**config.mk**
```make
export PLATFORM = sky130hd
export DESIGN_NAME = dsp_mac_dump
export DESIGN_NICKNAME = d
export VERILOG_FILES = /design/src/rtl/dsp_mac_dump.sv
export SDC_FILE = /design/constraint.sdc
export NUM_CORES = 1
export LEC_CHECK = 0
export ABC_AREA = 1
export CAP_MARGIN = 5
export CORE_UTILIZATION = 39
export DETAILED_ROUTE_END_ITERATION = 6
export PLACE_DENSITY = 0.58
export SKIP_LAST_GASP = 1
export SLEW_MARGIN = 40
export SYNTH_ARGS = -nofsm -noshare
export SYNTH_HDL_FRONTEND = slang
export SYNTH_SLANG_ARGS = --single-unit
```
**constraint.sdc**
```tcl
create_clock -name clock -period 5.3 [get_ports clock]
set_clock_uncertainty 0.1 [all_clocks]
set_input_delay 0.795 -clock clock [delete_from_list [all_inputs] [get_ports clock]]
set_output_delay 0.795 -clock clock [all_outputs]
set_load 0.005 [all_outputs]
```
**src/rtl/dsp_mac_dump.sv**
```systemverilog
// dsp_mac_dump: pipelined multiply-accumulate with integrate-and-dump
module dsp_mac_dump #(
    parameter int WIDTH_A  = 16,
    parameter int WIDTH_B  = 16,
    parameter int ACC_W    = 40,
    parameter int SIGNED   = 0,
    parameter int PIPE     = 2,
    parameter int DUMP_LEN = 64
) (
    input  logic               clock,
    input  logic               reset,
    input  logic               in_valid,
    input  logic [WIDTH_A-1:0] A,
    input  logic [WIDTH_B-1:0] B,
    input  logic               clear,
    output logic [ACC_W-1:0]   X,
    output logic               out_valid,
    output logic               overflow
);
    localparam int WP = WIDTH_A + WIDTH_B;
    logic signed [WP-1:0] prod_s;
    logic [WP-1:0]        prod_u;
    logic [ACC_W-1:0]     prod, p, acc, sum;
    logic [ACC_W:0]       sum_c;
    logic [ACC_W-1:0]     pd [PIPE];
    logic [PIPE-1:0]      pv;
    logic [15:0]          cnt;
    logic                 sticky, add, last, ovf_add;
    assign prod_s  = WP'($signed(A)) * WP'($signed(B));
    assign prod_u  = WP'(A) * WP'(B);
    assign prod    = SIGNED != 0 ? ACC_W'(prod_s) : ACC_W'(prod_u);
    assign p       = pd[PIPE-1];
    assign add     = pv[PIPE-1] && !clear;
    assign last    = cnt == 16'(DUMP_LEN - 1);
    assign sum_c   = {1'b0, acc} + {1'b0, p};
    assign sum     = sum_c[ACC_W-1:0];
    assign ovf_add = SIGNED != 0 ? (acc[ACC_W-1] == p[ACC_W-1]) && (sum[ACC_W-1] != acc[ACC_W-1])
                                 : sum_c[ACC_W];
    always_ff @(posedge clock or posedge reset) begin
        if (reset) begin
            pv <= '0;
            for (int i = 0; i < PIPE; i++) pd[i] <= '0;
        end else begin
            pv    <= PIPE'({pv, in_valid}) & (clear ? PIPE'(1) : {PIPE{1'b1}});
            pd[0] <= prod;
            for (int i = 1; i < PIPE; i++) pd[i] <= pd[i-1];
        end
    end
    always_ff @(posedge clock or posedge reset) begin
        if (reset) begin
            acc       <= '0;
            cnt       <= '0;
            sticky    <= 1'b0;
            X         <= '0;
            overflow  <= 1'b0;
            out_valid <= 1'b0;
        end else begin
            out_valid <= add && last;
            if (clear) begin
                acc    <= '0;
                cnt    <= '0;
                sticky <= 1'b0;
            end else if (add) begin
                acc    <= last ? '0 : sum;
                cnt    <= last ? '0 : cnt + 16'd1;
                sticky <= last ? 1'b0 : sticky | ovf_add;
                if (last) begin
                    X        <= sum;
                    overflow <= sticky | ovf_add;
                end
            end
        end
    end
endmodule

```
== Word-level counts from Yosys, hierarchy flattened ==
Cells that the tools add are included.

* Output and inout port bits: 42
* Register bits after elaboration: 165
* Logic and storage cells: 31
* Bits of input ports: 36

* Add/sub/neg operators: 2
* Eq/ne operators: 1
* Multiply operators: 1
* Muxes and demuxes: 10
* Bitwise logic cells: 3
* Reductions and logical operators: 5

{| class="wikitable"
|+ Operator list
! operator !! number
|-
| two-way mux 40 bit || 3
|-
| two-way mux 16 bit || 3
|-
| adder 40 x 32 -> 41 bit || 1
|-
| multiplier 16 x 16 -> 32 bit || 1
|-
| adder 16 x 1 -> 16 bit, second input constant || 1
|-
| == test 16 x 6 -> 1 bit, second input constant || 1
|-
| two-way mux 1 bit || 3
|-
| AND reduction 3 bit || 1
|-
| bitwise AND 2 bit || 1
|-
| logical AND 1 bit || 2
|-
| two-way mux 2 bit || 1
|-
| nonzero test 2 bit || 1
|-
| logical NOT 1 bit || 1
|-
| inverter 1 bit || 1
|-
| bitwise OR 1 bit || 1
|}

== Logic depth before layout (Yosys ltp) ==
Gate-level depths: netlist of the first run.

* Depth in word-level cells: 5
* Mapped depth: 26
* Gate-level depth less buffers: 24

== Worst setup path after synthesis of the first run ==
OpenSTA, ideal clock, no wires.

* Kind: in2reg
* From: input port B[7]
* To: register pd[71] (netlist bit)
* Path buffers: 2
* Setup time: 0.117 ns
* Slack: -0.573 ns
* Cell stages on the path: 24
* Data required time: 5.083 ns
* Arrival time: 5.656 ns
* Cell sequence: clkbuf_1 > clkbuf_1 > nand2_1 > fa_1 > inv_1 > fa_1 > inv_1 > fa_1 > inv_1 > fa_1 > fa_1 > inv_1 > fa_1 > inv_1 > ha_1 > a21o_1 > a21oi_1 > nand2_1 > nand2_1 > nand3_1 > nand2_1 > nand2_1 > nand2_1 > nand2_1

* Word-level cells in the longest chain between the ends: 1

{| class="wikitable"
|+ RTL lines
! element !! line !! source
|-
| start, declared || 14 || <nowiki>input logic [WIDTH_B-1:0] B,</nowiki>
|-
| multiplier 16 x 16 -> 32 bit || 30 || <nowiki>assign prod_u = WP'(A) * WP'(B);</nowiki>
|-
| named net prod_u[31] || 22 || <nowiki>logic [WP-1:0] prod_u;</nowiki>
|-
| end, declared || 25 || <nowiki>logic [ACC_W-1:0] pd [PIPE];</nowiki>
|}

The timed path passes the listed nets, and every way through them passes these cells.
A chain may end at the register's enable or synchronous reset.

== Final worst setup path of the first run ==
Ends and elaborated chain as after synthesis.

==> results of run 1 <==
cells by family (layout without fill, tap and decap cells):
kind of cell,after synthesis,count (layout),synth area share (%)
adders and majority gates,332,332,32.43
and+or+nand+nor,986,986,23.49
DFF,165,165,23.83
AOI/OAI and AO/OA,157,157,4.795
xor gates and xnor gates,47,47,2.376
buffers and inverters,591,816,13.09
through the flow:
| step | std cells | instance area (µm²) | hold slack (ns) | setup WS (ns) |
|---|---|---|---|---|
| after CTS | 3081 | 21400 | 0.2446 | -0.06334 |
| after global placement | 3018 | 20040 | 0.2322 | -1.076 |
| final | 3088 | 21900 | 0.2464 | -0.03111 |
| after detailed placement | 3019 | 20070 | 0.2347 | -1.109 |
| after global routing | 3088 | 21900 | 0.2533 | -0.1915 |
| after floorplan | 2278 | 18010 | 0.2312 | -0.1324 |
per-layer routing:
metal  global-route usage, %  vias up  wire length (µm)
met3                   2.118       93              1281
met2                   38.40      277             22760
met5                       0        -                 0
li1                        -     7210                 -
met4                   7.914        0              1494
met1                   26.05     7029             19690
sequential cells by signal (all words and copies together) (netlist names):
name,cells
pv,2
overflow,1
out_valid,1
cnt,16
p,32
acc,40
pd,32
X,40
sticky,1
placed cells by master, fill, tap and decap left out, drive strengths merged, types with 4 or more instances in the layout:
cell type        n
nor3            19
nor2           112
clkdlybuf4s50   46
nand3          101
inv            512
ha             137
xor2            24
a31oi            4
clkinvlp         5
fa             195
clkbuf          19
o22ai            4
buf            221
nor4             5
o21ai           72
a21oi           64
clkdlybuf4s15    8
xnor2           23
nand4           10
nand2          725
nand3b          10
a21o             5
dfrtp          165
repair_timing:
item | in CTS | in global routing
resized for setup | 265 | 154
endpoints found under the hold margin | 0 | 0
setup endpoints to repair | 23 | 22
hold buffers | 0 | 0
setup buffers | 25 | 12
cloned | 5 | 0
pin swaps | 89 | 121
area by class of cell:
class | count | area share (%)
clock inverters | 15 | 0.7542
clock buffers | 17 | 1.943
inverters | 506 | 8.748
multi-input cells | 1522 | 54.42
flip-flops and latches | 165 | 18.85
repair buffers | 278 | 11.94
well taps | 585 | 3.342
critical path: cells and delay by family:
family | cells | cell delay (ns)
adders and majority gates | 7 | 3.39
buffers and inverters | 6 | 0.46
and+or+nand+nor | 9 | 0.93
final timing paths:
path | to | slack (ns) | start
min in group asynchronous | pv[1] | 0.71 | reset
max in group asynchronous | acc[23] | 3.65 | reset
max reg2reg | X[38] | 2.68 | acc[0]
min reg2reg | p[9] | 0.25 | pd[49]
max | pd[71] | -0.03 | B[7]
min | p[9] | 0.25 | pd[49]
==> flow_summary.ini, run 1 <==
[cells_and_area]
drive_gt1_share_pct = 20.14
n_fill_cell = 4236
final-seq-area_um2 = 4129
fin_util_pct = 50.39
multi_input_area_um2 = 11920
layout.nets = 2858
area_growth_pct = 26.40
antennaDiodeCount = 0

[grt]
grt_overflow = 0
grt_pass1_vias = 15479
grt_start_max_net_pins = 94
antenna_found_initial = 0
grt_util_all_layers_pct = 21.25
grt_pass1_wl_um = 75640

[clocking]
h-tree-depth = 4
root_buffer = clkbuf_16
clk_latency_ns = 0.43
clock_sinks = 165
cts_tree = done
clkTransAtPathRegs_ns = 0.06
clockBufferDepth = 2
cts_buffers = 17

[job]
cap_violations = 0

[timing]
grt_setup_unrepaired = true
tightestPinTransition_ns = 0.5710
finalCriticalPeriod_ns = 5.331
tns_ns = -0.06207
finalHoldViolCount = 0
relSlewSlack_pct = 61.93
fmax_mhz = 187.6
fin_ws_ns = -0.03111
finalSetupViolations = 2
slew_violations = 0
timing.final.crit_share_pct = 100.6

[floorplan]
die_x_um = 212.8
dieArea_um2 = 45270
die_h_um = 212.8
fp.coreArea_um2 = 43460
start_util_pct = 39.87
pin_count = 78
row_count = 76

[setup_path]
crit_type = primary input to flip-flop
crit_path_top_delay_cell = fa_1
crit_top_cell = fa_1
cp_data_arrival_time_ns = 5.56
required_ns = 5.53
cp-end-kind = flip-flop
start_kind = primary input
cp_max_fo = 6
cp_slowest_stage_delay_ns = 0.59
crit_path_cell_trace = buf_2 > buf_6 > nand2_4 > fa_1 > fa_1 > inv_2 > fa_1 > fa_1 > fa_1 > inv_1 > fa_1 > inv_2 > ha_4 > nand2_4 > nor2_4 > inv_2 > nor2_4 > nand4_1 > nand3_2 > nand2_2 > nand3b_1 > nand2_1
worstRegToRegCells = 12

[min_path]
hold_class = flip-flop to flip-flop
min_path_cells = 0

[drt]
ant_nets = 0
drc = 0
wl_per_cell_um = 14.64
vias = 14609
vias_per_cell = 4.731
drt_wl_total_um = 45220
drtIter0Drc = 771
detail_route.first_pass.iterations = 5

[synth]
async_flop_share_pct = 100.0
synth.area.top_cells = dfrtp_1 24%, fa_1 23%, nand2_1 16%
synth_commonest_cells = 719 x nand2_1, 500 x inv_1, 195 x fa_1, 165 x dfrtp_1, 137 x ha_1
synth_edf_count = 0
synth.most_common_cell = nand2_1
syn_inst = 2278
yosysWarningCount = 0
synth.distinct_cells = 42
synth_area_um2 = 17330
ys_seq_elements = 165
syn_nets = 2646
ys_seq_area_share_pct = 23.83
syn_avg_cell_area_um2 = 7.606
synth_top_area_share_pct = 23.83
synth_top_area_cell = dfrtp_1
ys.flop_type = dfrtp_1

[outcome]
violations = negative setup slack
outcome = complete, but fails checks

[placement]
port_buffers = 77
hpwl_um = 36860
place_congestion = 0.9090
Power of run 1 is not shown: default switching activity piles up to over one toggle a cycle in this logic, so the estimate is an artifact.
==> run 2: changes to the inputs <==
CORE_UTILIZATION = 52   (was 39)
PLACE_DENSITY = 0.73   (was 0.58)
==> run 2 against run 1 <==
  * Via count increased by 3.5%
  * Critical endpoint is now pd[69]
  * Worst setup slack got worse by 0.14 ns
  * Final cell count decreased by 4.4%
  * Maximum frequency decreased by 2.5%
  * Critical path depth increased by 2
  * Global-route usage increased by 7.0 points
  * The flow still finishes with violations (negative setup slack)
  * Non-clock buffer count increased by 6
  * Utilization increased by 16 points
  * Sequential share of layout area increased by 0.094 points
  * Die area decreased by 25%
==> flow_summary.ini, run 2 (synthesis results as in run 1) <==
[setup_path]
timing.rr.start = acc[0]
worstRegToRegCells = 12
reg2reg_slack_ns = 2.68
crit-reg2reg-capture = X[30]
crit_path_top_delay_cell = fa_2
start_kind = primary input
crit_path_cell_trace = clkdlybuf4s15_1 > buf_6 > buf_12 > nand2_2 > fa_1 > fa_1 > fa_2 > inv_2 > fa_2 > fa_1 > inv_1 > fa_1 > inv_2 > ha_4 > buf_12 > a21o_1 > nand2_1 > nand2_2 > a21oi_2 > nand3_2 > nand2_2 > nand2_1 > nand2_1 > nand2_1
cp_slowest_stage_delay_ns = 0.57
cp-end-kind = flip-flop
required_ns = 5.52
cp_data_arrival_time_ns = 5.69
crit_type = primary input to flip-flop
cp_max_fo = 4

[timing]
slew_violations = 0
finalHoldViolCount = 0
tns_ns = -1.406
finalSetupViolations = 16
tightestPinTransition_ns = 0.7629
timing.final.crit_share_pct = 103.2
fin_ws_ns = -0.1679
fmax_mhz = 182.9
relSlewSlack_pct = 49.02
grt_setup_unrepaired = true
finalCriticalPeriod_ns = 5.468

[clocking]
root_buffer = clkbuf_16
clock_sinks = 165
cts_buffers = 17
cts_tree = done
clkTransAtPathRegs_ns = 0.06
ctsHoldBuffers = 0
clockBufferDepth = 2
h-tree-depth = 4
clk_latency_ns = 0.44

[placement]
hpwl_um = 35090
dp_cells = 2862
port_buffers = 77
placed_area_um2 = 19790
place_congestion = 0.9100

[min_path]
worstHoldStart = pd[67]
min_path_cells = 0
hold_class = flip-flop to flip-flop
hold-path-endpoint = p[27]

[cells_and_area]
drive_gt1_share_pct = 20.41
layout_common_cells = 656 x nand2_1, 448 x inv_1, 174 x fa_1, 165 x dfrtp_1, 156 x buf_4
area_growth_pct = 25.77
fin_area_um2 = 21790
mostFrequentLayoutCell = nand2_1
top_regs = X: 40 flops, acc: 40 flops
layout.nets = 2864
final_cells = 2951
antennaDiodeCount = 0

[drt]
drc = 0
drtIter0Drc = 820
detail_route.first_pass.iterations = 5
vias_per_cell = 5.122
vias = 15115
drt_wl_total_um = 46570
wl_per_cell_um = 15.78
ant_nets = 0

[floorplan]
start_util_pct = 53.11
die_h_um = 184.5
dieArea_um2 = 34050
die_x_um = 184.5
pin_count = 78
row_count = 66
fp.coreArea_um2 = 32620

[grt]
grt_overflow = 0
grt_pass1_wl_um = 74910
grt_pass1_vias = 15682
antenna_found_initial = 0
grt_util_all_layers_pct = 28.22
grt_start_max_net_pins = 139

[outcome]
violations = negative setup slack
outcome = complete, but fails checks

[job]
cap_violations = 0
## run 2: cell types whose count changed in the layout (fill, tap and decap cells not counted), moves of 4 or more
cell / previous run / this run
buf_6: 43 / 38
nand2_2: 39 / 43
a21oi_1: 46 / 50
buf_4: 148 / 156
buf_8: 6 / 2
nand2_1: 668 / 656
nand2_4: 17 / 24
o21ai_1: 13 / 20
buf_12: 10 / 16
inv_6: 7 / 2
o21ai_2: 8 / 2
## run 2: what timing repair did
item                       4_1_cts  5_1_grt
setup buffers                   37       21
pin swaps                      112       97
setup endpoints to repair       23       23
cloned                           4        0
gates resized for setup        260      146
## run 2: area by class of cell
cell class / instances / area [µm²]
clock inverters: 12 / 120.1
repair buffers: 284 / 2666
inverters: 506 / 1918
flip-flops and latches: 165 / 4129
well taps: 442 / 553.0
fillers: 2622 / 10830
multi-input cells: 1522 / 11940
clock buffers: 20 / 466.7
## run 2: worst max path at each step
stage | slack (ns) | cells after the start | from | endpoint
CTS | -0.13 | 26 | B[5] | pd[69]
finish | -0.17 | 24 | B[2] | pd[69]
floorplan | -0.13 | 22 | A[10] | pd[71]
detailed placement | -1.09 | 24 | A[4] | pd[69]
global route | -0.30 | 24 | B[2] | pd[71]
global placement | -1.04 | 25 | A[6] | pd[69]
## run 2: worst max-delay path: cells and delay by family
family	cells	cell delay, ns
AOI/OAI and AO/OA	2	0.34
buffers and inverters	7	0.71
and+or+nand+nor	8	0.57
adders and majority gates	7	3.27
## run 2: routing by layer
| metal | global-route usage [%] | vias to the layer above | part of all wire, % | wire, µm |
|---|---|---|---|---|
| met5 | 0 | - | 0 | 0 |
| met4 | 13.33 | 0 | 4.9 | 2278 |
| met3 | 3.063 | 136 | 4.1 | 1900 |
| met2 | 51.26 | 469 | 51 | 23650 |
| met1 | 33.18 | 7287 | 40 | 18740 |
| li1 | - | 7223 | - | - |
## run 2: metrics by stage
stage	hold WS [ns]	setup WS [ns]	util, %
finish	0.2442	-0.1679	66.80
CTS	0.2438	-0.1306	65.09
global route	0.2535	-0.3007	66.80
global placement	0.2318	-1.038	60.65
floorplan	0.2312	-0.1324	-
detailed placement	0.2347	-1.089	60.66
Power of run 2 is left out for the same reason.
==> run 3: changes to the inputs <==
GPL_ROUTABILITY_DRIVEN = 0   (was default)
==> run 3 against run 2 <==
  * The run ends with design-rule violations, negative setup slack left
  * Maximum frequency shrank 1.8%
  * Global-route usage shrank 0.89 points
  * Critical path depth shrank 1
  * Worst hold slack is essentially flat
  * Worst setup slack lost 0.099 ns
  * Count of clock-buffer cells in the layout shrank 3
  * Utilization shrank 0.28 points
  * Cell area shrank 0.42%
  * Critical endpoint is now pd[70]
==> flow_summary.ini, run 3 (synthesis results as in run 1) <==
[cells_and_area]
n_fill_cell = 2507
final_cells = 2948
fin_area_um2 = 21700
layout_common_cells = 661 x nand2_1, 463 x inv_1, 175 x fa_1, 165 x dfrtp_1, 151 x buf_4
area_growth_pct = 25.23
layout.nets = 2861
top_regs = X: 40 flops, acc: 40 flops
drive_gt1_share_pct = 19.99
mostFrequentLayoutCell = nand2_1
antennaDiodeCount = 0
fin_util_pct = 66.52

[floorplan]
die_h_um = 184.5
pin_count = 78
fp.coreArea_um2 = 32620
start_util_pct = 53.11
die_x_um = 184.5
dieArea_um2 = 34050
row_count = 66

[setup_path]
timing.rr.start = acc[0]
start_kind = primary input
crit_path_top_delay_cell = fa_1
critical-path-top-delay-family = adder cells
crit_top_cell = fa_1
worstRegToRegCells = 12
path_depth = 23
cp_slowest_stage_delay_ns = 0.54
crit_buf_inv = 5
crit_path_cell_trace = clkdlybuf4s15_1 > buf_6 > nand2_1 > fa_1 > fa_1 > inv_1 > fa_1 > fa_2 > fa_1 > inv_1 > fa_1 > inv_2 > ha_4 > nand2_4 > nand2_4 > a31oi_4 > nor2_1 > nor2_1 > nor2_1 > nor2_1 > nand2_1 > nand2_1 > nand2_1
cp_data_arrival_time_ns = 5.79
reg2reg_slack_ns = 2.66
cp-end-kind = flip-flop
crit_type = primary input to flip-flop
required_ns = 5.52
crit-reg2reg-capture = X[38]
cp_max_fo = 7

[grt]
grt_pass1_vias = 15661
grt_util_all_layers_pct = 27.33
grt_pass1_wl_um = 73590
grt_start_max_net_pins = 85
grt_overflow = 0
antenna_found_initial = 0

[placement]
dp_cells = 2862
hpwl_um = 34380
port_buffers = 77
placed_area_um2 = 19760

[clocking]
ctsHoldBuffers = 0
h-tree-depth = 4
clk_latency_ns = 0.44
cts_tree = done
clkTransAtPathRegs_ns = 0.06
clock_sinks = 165
root_buffer = clkbuf_16
clockBufferDepth = 2
cts_buffers = 17

[job]
cap_violations = 0

[drt]
top_layer_used = met4
wl_met3_um = 2545
drtIter0Drc = 1151
drc = 3
wl_met2_um = 23380
wl_per_cell_um = 15.73
met1Wirelength_um = 18320
vias_per_cell = 5.217
detail_route.first_pass.iterations = 7
ant_nets = 0
drt_wl_total_um = 46370
vias = 15380

[min_path]
min_path_cells = 0
hold-path-endpoint = p[3]
worstHoldStart = pd[43]
hold_class = flip-flop to flip-flop

[timing]
finalHoldViolCount = 0
slew_violations = 0
finalCriticalPeriod_ns = 5.567
timing.final.crit_share_pct = 105.0
fmax_mhz = 179.6
fin_ws_ns = -0.2672
grt_setup_unrepaired = true
finalSetupViolations = 16
relSlewSlack_pct = 50.52
tightestPinTransition_ns = 0.7405
whs_ns = 0.2443

[outcome]
violations = design-rule violations, negative setup slack
outcome = complete, but fails checks
run 3: cell count changes in the layout (fill, tap and decap cells not counted), moves of 6 or more:
| cell | previous run | this run |
|---|---|---|
| inv_1 | 448 | 463 |
| buf_6 | 38 | 47 |
| inv_2 | 51 | 35 |
| o21ai_1 | 20 | 13 |
| buf_2 | 10 | 4 |
| buf_12 | 16 | 7 |
| clkbuf_2 | 3 | 14 |
run 3: how the worst max path moves through the flow:
stage / startpoint / to / slack [ns]
3_3_place_gp: A[5] / pd[56] / -0.90
3_5_place_dp: A[6] / pd[66] / -0.94
5_1_grt: B[13] / pd[70] / -0.42
2_1_floorplan: A[10] / pd[71] / -0.13
4_1_cts: B[6] / pd[70] / -0.14
6_report: B[13] / pd[70] / -0.27
run 3: layout make-up:
cell class	count	area [µm²]	area share (%)
Clock buffer	17	425.4	1.961
Clock inverter	15	167.7	0.7727
Inverter	506	1921	8.852
Multi-Input combinational cell	1522	12000	55.29
Sequential cell	165	4129	19.03
Tap cell	442	553.0	2.549
Timing Repair Buffer	281	2506	11.55
run 3: stage by stage:
| step | setup slack (ns) | setup TNS [ns] |
|---|---|---|
| after global placement | -0.9015 | -17.46 |
| after CTS | -0.1404 | -1.284 |
| after detailed placement | -0.9440 | -18.59 |
| final | -0.2672 | -1.965 |
| after global routing | -0.4195 | -4.027 |
| after floorplan | -0.1324 | -0.9932 |
run 3: per-layer routing:
layer	vias to the layer above	track usage, %
met4	0	12.90
met5	-	0
met1	7311	32.98
met2	675	48.75
met3	178	2.865
li1	7216	-
run 3: timing repair:
action | in CTS | in global routing
pin swaps | 104 | 104
buffers inserted | 34 | 22
gates resized for setup | 225 | 196
hold endpoints to repair | 0 | 0
endpoints found under the setup margin | 23 | 22
cloned | 3 | 0
Power of run 3 is left out for the same reason.
